**src/rtl/multi_channel_fmeasure.sv**
```systemverilog
// Multi-channel reciprocal frequency meter: counts clk cycles and wave edges across an edge-aligned gate.
// Define FMEAS_SCAN_EN to measure every channel in turn on one start instead of only ch_sel.
module multi_channel_fmeasure #(
  parameter int CH             = 4,
  parameter int CNT_W          = 32,
  parameter int GATE_CYCLES    = 1000000,
  parameter int TIMEOUT_CYCLES = 4000000,
  localparam int SEL_W         = (CH > 1) ? $clog2(CH) : 1
) (
  input  logic             clk,
  input  logic             rst,
  input  logic [CH-1:0]    wave,
  input  logic             start,
  input  logic [SEL_W-1:0] ch_sel,
  output logic             busy,
  output logic             done,
  output logic [CNT_W-1:0] ca,
  output logic [CNT_W-1:0] cb,
  output logic [SEL_W-1:0] res_ch,
  output logic             ovf,
  output logic             tmo
);
  // state | meaning
  // IDLE  | waiting for start
  // ARM   | waiting for the opening edge of the active channel (timeout armed)
  // COUNT | gate open for GATE_CYCLES cycles, counting clk and edges
  // CLOSE | gate expired, counting until the closing edge (timeout armed)
  // DONE  | one cycle: publish result, then idle or next scan channel

  localparam int TMR_MAX = (GATE_CYCLES > TIMEOUT_CYCLES) ? GATE_CYCLES : TIMEOUT_CYCLES;
  localparam int TMR_W   = $clog2(TMR_MAX + 1);
  localparam logic [TMR_W-1:0] GATE_LD = TMR_W'(GATE_CYCLES - 1);
  localparam logic [TMR_W-1:0] TMO_LD  = TMR_W'(TIMEOUT_CYCLES - 1);
  localparam logic [CNT_W-1:0] CNT_MAX = '1;
`ifdef FMEAS_SCAN_EN
  localparam logic [SEL_W-1:0] LAST_CH = SEL_W'(CH - 1);
`else
  localparam logic [SEL_W:0]   CH_L    = (SEL_W+1)'(CH);
`endif

  typedef enum logic [2:0] {S_IDLE, S_ARM, S_COUNT, S_CLOSE, S_DONE} state_t;

  state_t           state, state_nxt;
  logic [CH-1:0]    sync1, sync2, sync3, pulse_vec;
  logic             edge_act;
  logic [SEL_W-1:0] ch_act, ch_nxt;
  logic [TMR_W-1:0] tmr;
  logic [CNT_W-1:0] cnt_a, cnt_b;
  logic             ovf_acc, tmo_acc;
  logic             arm_load, gate_load, close_load, tmr_dec, count_en, tmo_set;

  always_ff @(posedge clk or posedge rst) begin
    if (rst) begin
      sync1 <= '0;
      sync2 <= '0;
      sync3 <= '0;
    end else begin
      sync1 <= wave;
      sync2 <= sync1;
      sync3 <= sync2;
    end
  end

  assign pulse_vec = sync2 & ~sync3;
  assign edge_act  = pulse_vec[ch_act];
  assign busy      = (state != S_IDLE);

  always_comb begin
    state_nxt  = state;
    ch_nxt     = ch_act;
    arm_load   = 1'b0;
    gate_load  = 1'b0;
    close_load = 1'b0;
    tmr_dec    = 1'b0;
    count_en   = 1'b0;
    tmo_set    = 1'b0;
    case (state)
      S_IDLE: begin
        if (start) begin
          state_nxt = S_ARM;
          arm_load  = 1'b1;
`ifdef FMEAS_SCAN_EN
          ch_nxt    = '0;
`else
          ch_nxt    = ({1'b0, ch_sel} < CH_L) ? ch_sel : '0;
`endif
        end
      end
      S_ARM: begin
        if (edge_act) begin
          state_nxt = S_COUNT;
          gate_load = 1'b1;
        end else if (tmr == '0) begin
          state_nxt = S_DONE;
          tmo_set   = 1'b1;
        end else begin
          tmr_dec = 1'b1;
        end
      end
      S_COUNT: begin
        count_en = 1'b1;
        if (tmr == '0) begin
          // an edge on the last gate cycle closes the gate without a CLOSE phase
          state_nxt  = edge_act ? S_DONE : S_CLOSE;
          close_load = !edge_act;
        end else begin
          tmr_dec = 1'b1;
        end
      end
      S_CLOSE: begin
        count_en = 1'b1;
        if (edge_act) begin
          state_nxt = S_DONE;
        end else if (tmr == '0) begin
          state_nxt = S_DONE;
          tmo_set   = 1'b1;
        end else begin
          tmr_dec = 1'b1;
        end
      end
      S_DONE: begin
`ifdef FMEAS_SCAN_EN
        if (ch_act != LAST_CH) begin
          state_nxt = S_ARM;
          arm_load  = 1'b1;
          ch_nxt    = ch_act + 1'b1;
        end else begin
          state_nxt = S_IDLE;
        end
`else
        state_nxt = S_IDLE;
`endif
      end
      default: state_nxt = S_IDLE;
    endcase
  end

  always_ff @(posedge clk or posedge rst) begin
    if (rst) begin
      state   <= S_IDLE;
      ch_act  <= '0;
      tmr     <= '0;
      cnt_a   <= '0;
      cnt_b   <= '0;
      ovf_acc <= 1'b0;
      tmo_acc <= 1'b0;
    end else begin
      state  <= state_nxt;
      ch_act <= ch_nxt;
      if (arm_load) begin
        tmr     <= TMO_LD;
        cnt_a   <= '0;
        cnt_b   <= '0;
        ovf_acc <= 1'b0;
        tmo_acc <= 1'b0;
      end else if (gate_load) begin
        tmr <= GATE_LD;
      end else if (close_load) begin
        tmr <= TMO_LD;
      end else if (tmr_dec) begin
        tmr <= tmr - 1'b1;
      end
      if (count_en) begin
        if (cnt_a == CNT_MAX) ovf_acc <= 1'b1;
        else                  cnt_a   <= cnt_a + 1'b1;
        if (edge_act) begin
          if (cnt_b == CNT_MAX) ovf_acc <= 1'b1;
          else                  cnt_b   <= cnt_b + 1'b1;
        end
      end
      if (tmo_set) tmo_acc <= 1'b1;
    end
  end

  // a timed-out measurement reports empty counts regardless of what CLOSE accumulated
  always_ff @(posedge clk or posedge rst) begin
    if (rst) begin
      done   <= 1'b0;
      ca     <= '0;
      cb     <= '0;
      res_ch <= '0;
      ovf    <= 1'b0;
      tmo    <= 1'b0;
    end else begin
      done <= (state == S_DONE);
      if (state == S_DONE) begin
        ca     <= tmo_acc ? '0 : cnt_a;
        cb     <= tmo_acc ? '0 : cnt_b;
        res_ch <= ch_act;
        ovf    <= ovf_acc & ~tmo_acc;
        tmo    <= tmo_acc;
      end
    end
  end

endmodule

```
**config.mk**
```make
export PLATFORM = sky130hd
export DESIGN_NAME = multi_channel_fmeasure
export DESIGN_NICKNAME = d
export VERILOG_FILES = /design/src/rtl/multi_channel_fmeasure.sv
export SDC_FILE = /design/constraint.sdc
export NUM_CORES = 1
export LEC_CHECK = 0
export BUFFER_PORTS_ARGS = -buffer_cell sky130_fd_sc_hd__buf_4
export CAP_MARGIN = 25
export CORE_MARGIN = 8
export CORE_UTILIZATION = 40
export DETAILED_ROUTE_END_ITERATION = 10
export PLACE_DENSITY_LB_ADDON = 0.15
export SYNTH_ARGS = -nofsm -noshare
export SYNTH_HDL_FRONTEND = slang
export SYNTH_SLANG_ARGS = --single-unit
```
**constraint.sdc**
```tcl
create_clock -name clk -period 6.3 [get_ports clk]
set_input_delay 0.315 -clock clk [delete_from_list [all_inputs] [get_ports clk]]
set_output_delay 0.315 -clock clk [all_outputs]
set_load 0.05 [all_outputs]
```
==> run metrics, run 1 <==
hold path cells=3; smallest hold slack=0.0822 ns; GRT met1 Usage=20.1%; CP required=6.55 ns; Total GRT Usage=15.5%; worst reg2reg setup slack=3.50 ns; die extent in x=160 um; Fill cells=1935; initial core utilization=40.8%; Hold Crit Class=primary input to register; Rel. slew slack=33.0%; Syn Area/Cell=9.51 sq um; Routed Antenna Nets=0; area leader, netlist=dfrtp_1; status=complete, no violations; RSZ-0062 raised after global routing=no; placer congestion estimate=0.815; Reg clk slew, reported paths=0.07 ns; postcts setup bufs=0; met2 usage=25.2%; vias in the first global route=6323; Core Box Area=20200 sq um; CTS Buf Count=17; Final Hold Violating Endpoints=0; first-pass GRT wire length=32.9 mm; Clk Tree Root Cell=clkbuf_16; Final HPWL DP=12.8 mm; top post-synthesis cells by area=dfrtp_1 53%, nand2_1 6.3%, o21ai_0 5.7%; Critical Path AT=3.05 ns; aggregate negative setup slack=0 ns; Async SR Flop Fraction=100%; met3 usage=3.91%; worst-margin pin slew=0.998 ns; Unique masters post-synth=61; Multi-input gate area=3670 sq um; Setup CP Type=register to register; reg-to-reg startpoint=ch_act[0]; FF+latch area=4350 sq um; layout cells sized above 1=14.1%; Vert. Die Dim=160 um; initial antenna violation count=0; startpoint types=register; drt pass-1 iters=4; reg2reg end=tmr[1]; htree depth=4; # setup viols final=0; clock sink count=174; port bufs=78; DRC=0; Max VDD drop=0.000180 V; synthesized flop and latch total=174; Core Rows=52; CTS tree=done; vias=6430; worst-path maximum fanout=14; area grow syn2layout=18.1%; worst reg2reg path depth=5; Hold Crit Endpoint=ch_act[0]; Syn Std Cell Area=8260 sq um; fin crit period=2.80 ns; total chip power=3.68 mW; final wirelength=19.6 mm; grt peak-use layer=met2; Pleak=4.20 nW; Iter 0 DRT Violations=362; Worst Skew=0.0107 ns; f_max=0.357 GHz; pin count of the biggest net entering global routing=107; proportion of synthesized chip area in sequential cells=52.7%; fin. max-slew vios=0; CP endpoint kind=register; Final Cycle Share=44.5%; Mapped Cells=869; CTS max path bufs=2; Ports=79; layout net count=948; WL/cell=16.1 um; DR vias/cell=5.28; hold path start=ch_sel[0]; Synth Warn #=0; Synth Flop Type=dfrtp_1; gr ovfl total=0; share of the synthesized area in the top cell type=52.7%; Post-synth EDFFs=0; max-cap violations=0; Die ar.=25500 sq um; Synthesized Nets=882; total power per unit cell area=378 nW/um^2; clk_lat worst skew=0.43 ns; Diodes inserted=0
Yosys cell counts (3+ instances only):
library cell,instances
a21oi_1,19
nor4_1,10
and4_1,17
o211ai_1,9
clkbuf_1,43
nand4bb_1,3
o31ai_1,17
nand2b_1,63
nand3_1,62
dfrtp_1,174
nand4_1,23
and2_1,13
o21ai_0,94
nand4b_1,3
ha_1,4
xor2_1,14
or3_1,5
nand2_1,138
xnor2_1,11
nor3_1,13
a211oi_1,3
or2_2,3
and3_1,14
a21boi_0,3
or4_1,3
mux2i_1,15
inv_1,19
nor2_1,33
critical path, stage by stage (launching register included):
cell      delay (ns)
dfrtp_1         0.47
or4b_2          0.71
nand4_1         0.34
nor4_1          0.10
o21ai_1         0.80
o211ai_1        0.20
layer usage:
layer | vias to the layer above | wire length (um)
met5 | - | 0
met2 | 106 | 9150
met4 | 0 | 293
met3 | 18 | 785
li1 | 3215 | -
met1 | 3091 | 9330
worst max path at each step:
stage,endpoint,depth (start not counted),start
finish,tmr[1],5,ch_act[0]
global route,tmr[1],5,ch_act[0]
CTS,tmr[10],6,ch_act[1]
detailed placement,tmr[10],6,ch_act[1]
global placement,tmr[10],6,ch_act[1]
floorplan,ca[0],1,rst
kinds of logic after synthesis:
group	Yosys count	share of synthesized area (%)
xor gates and xnor gates	25	2.65
and+or+nand+nor	417	26.7
AOI/OAI and AO/OA	168	12.3
muxes	17	2.09
DFF	174	52.7
adders and majority gates	4	0.606
buffers and inverters	64	2.92
layout make-up:
cell class                 instances  area share (%)
sequential                       174            44.6
multi-input combinational        631            37.7
timing repair buffer              92            7.62
clock buffer                      21            4.72
tap                              270            3.46
clock inverter                    11            1.12
inverter                          19           0.783
registers in the layout (all words and copies together), names as in the netlist:
| signal | count |
|---|---|
| ca | 32 |
| cb | 32 |
| ch_act | 2 |
| cnt_a | 32 |
| cnt_b | 32 |
| done | 1 |
| ovf | 1 |
| ovf_acc | 1 |
| res_ch | 2 |
| state | 3 |
| sync1 | 4 |
| sync2 | 4 |
| sync3 | 4 |
| tmo | 1 |
| tmo_acc | 1 |
| tmr | 22 |
timing repair:
item	in CTS	in global routing
hold endpoints to repair	4	47
hold buffers	4	1
resized for setup	0	0
layout by cell type (no fill, tap or decap), types with 14 or more instances in the layout:
master	count
nor2_1	33
nand3_1	62
xor2_1	14
clkbuf_16	17
o31ai_1	17
nand2_1	137
o21ai_0	94
inv_1	18
nand2b_1	63
and3_1	14
nand4_1	23
mux2i_1	15
dfrtp_1	174
buf_4	85
and4_1	17
a21oi_1	19
per-stage QoR:
stage               worst slack, ns  util [%]  std cells  instance area, sq um
floorplan                      1.27         -        869                  8260
global placement               3.47      44.8       1178                  9070
detailed placement             3.38      44.8       1178                  9070
CTS                            3.35      47.8       1214                  9680
global route                   3.21      48.2       1218                  9750
finish                         3.50      48.2       1218                  9750
power breakdown:
group,switching (mW),internal (mW),total (mW)
Sequential,0.181,1.30,1.48
Clock,0.460,0.569,1.03
Combinational,0.813,0.358,1.17
Total,1.45,2.23,3.68
Power figures use the tool's default switching activity.
==> run 2: changes to the inputs <==
==> constraint.sdc (replaced) <==
create_clock -name clk -period 2.6 [get_ports clk]
set_input_delay 0.13 -clock clk [delete_from_list [all_inputs] [get_ports clk]]
set_output_delay 0.13 -clock clk [all_outputs]
set_load 0.05 [all_outputs]
==> run metrics, run 2 (synthesis results as in run 1) <==
commonest non-fill, non-tap cells in the layout=174 x dfrtp_1, 137 x nand2_1, 107 x buf_4; area grow syn2layout=21.0%; Ports=79; layout net count=976; startpoint types=register; Worst Skew=0.00970 ns; CP required=2.90 ns; Final Hold Violating Endpoints=0; aggregate negative setup slack=0 ns; worst-margin pin slew=0.814 ns; Die ar.=25500 sq um; # setup viols final=0; post-placement cell count=1206; Reg clk slew, reported paths=0.06 ns; Rel. slew slack=45.7%; commonest non-fill, non-tap cell in the layout=dfrtp_1; initial core utilization=40.8%; WL/cell=15.7 um; Hold Crit Class=primary input to async pin; CP peak stage delay=0.70 ns; worst-path maximum fanout=10; Diodes inserted=0; Max VDD drop=0.000459 V; Final HPWL DP=13.7 mm; Total GRT Usage=15.7%; Pint=5.53 mW; port bufs=78; DR vias/cell=5.26; cell family with most CP delay=simple AND/OR/NAND/NOR gates; Final Cycle Share=94.6%; clock sink count=174; clk_lat worst skew=0.42 ns; Clk Tree Root Cell=clkbuf_16; DRC=0; Routed Antenna Nets=0; vias in the first global route=6535; Critical Path AT=2.76 ns; initial antenna violation count=0; clock share of power=27.1%; CTS tree=done; total power per unit cell area=897 nW/um^2; Bufs and invs on worst path=0; Core Rows=52; drt pass-1 iters=5; CTS Buf Count=17; CP endpoint kind=register; Core Box Area=20200 sq um; fin. max-slew vios=0; Sw Ratio=38.3%; Vert. Die Dim=160 um; htree depth=4; vias=6547; pin count of the biggest net entering global routing=55; sequential fraction of design power=39.9%; Iter 0 DRT Violations=450; crit path cell chain=or4b_2 -> a41oi_2 -> nand3_1 -> or3_1 -> o21ai_0 -> mux2i_1; fin crit period=2.46 ns; layout cells sized above 1=16.3%; fin cells=1244; combinational power share=33.1%; net switching power figure=3.44 mW; CTS max path bufs=2; Setup CP Type=register to register; f_max=0.407 GHz; placer congestion estimate=0.859; slowest cell on the critical path=or4b_2; die extent in x=160 um; Pleak=4.34 nW; postcts setup bufs=0; status=complete, no violations; RSZ-0062 raised after global routing=no; first-pass GRT wire length=33.3 mm; final wirelength=19.6 mm; gr ovfl total=0; max-cap violations=0
-- run 2: cell types whose count changed in the layout (fill, tap and decap cells not counted) --
cell           delta
a2111oi_0         -1
a2111oi_1         +1
buf_12            +6
buf_16            -2
buf_4            +22
clkbuf_8          +1
clkinv_4          -1
dlygate4sd3_1     +2
inv_6             -2
o21ai_1           -1
o21ai_2           +1
-- run 2: layout make-up --
type	count	area (sq um)
well taps	270	338
clock buffers	22	474
clock inverters	8	83.8
flip-flops and latches	174	4350
repair buffers	120	993
multi-input cells	631	3680
fillers	1917	10200
inverters	19	75.1
-- run 2: worst paths after layout --
kind,from,to,slack [ns],cells past startpoint
setup / recovery,ch_act[0],cnt_b[27],0.14,6
hold / removal,rst,sync2[1],0.16,3
setup reg to reg,ch_act[0],cnt_b[27],0.14,6
hold reg to reg,sync1[3],sync2[3],0.34,0
max in group asynchronous,rst,ca[29],1.70,5
min in group clk,start,state[0],0.17,3
-- run 2: timing repair --
| item | 4_1_cts | 5_1_grt |
|---|---|---|
| gates resized for setup | 0 | 2 |
| hold buffers | 7 | 0 |
| endpoints found under the setup margin | 0 | 9 |
| endpoints found under the hold margin | 38 | 0 |
-- run 2: per-stage QoR --
stage | hold slack [ns] | total power, mW | utilization (%) | instance area [sq um] | worst slack [ns]
final | 0.159 | 8.97 | 49.4 | 10000 | 0.140
after global routing | 0.162 | 9.53 | 49.4 | 10000 | 0.00356
after CTS | 0.155 | 9.10 | 49.3 | 9970 | 0.0800
after detailed placement | 0.241 | 6.62 | 46.2 | 9340 | 0.0847
after global placement | 0.241 | 6.59 | 46.2 | 9340 | 0.153
after floorplan | 0.161 | 5.59 | - | 8260 | 0.245
-- run 2: power by group through the flow --
stage | Sequential [mW] | Clock [mW] | Combinational [mW]
2_1_floorplan | 4.29 | 0 | 1.30
3_3_place_gp | 3.63 | 0 | 2.96
3_5_place_dp | 3.63 | 0 | 2.99
4_1_cts | 3.58 | 2.51 | 3.01
5_1_grt | 3.66 | 2.62 | 3.25
6_report | 3.58 | 2.43 | 2.97
-- run 2: per-layer routing --
metal	GRT usage [%]	vias up	part of all wire, %
li1	-	3268	-
met1	19.4	3155	46
met2	27.0	107	50
met3	3.62	17	3.7
met4	4.07	0	1.2
met5	0	-	0
-- run 2: worst min-delay path, cell delays in order --
cell           delay, ns
dlygate4sd3_1       0.54
buf_4               0.14
clkinvlp_4          0.12
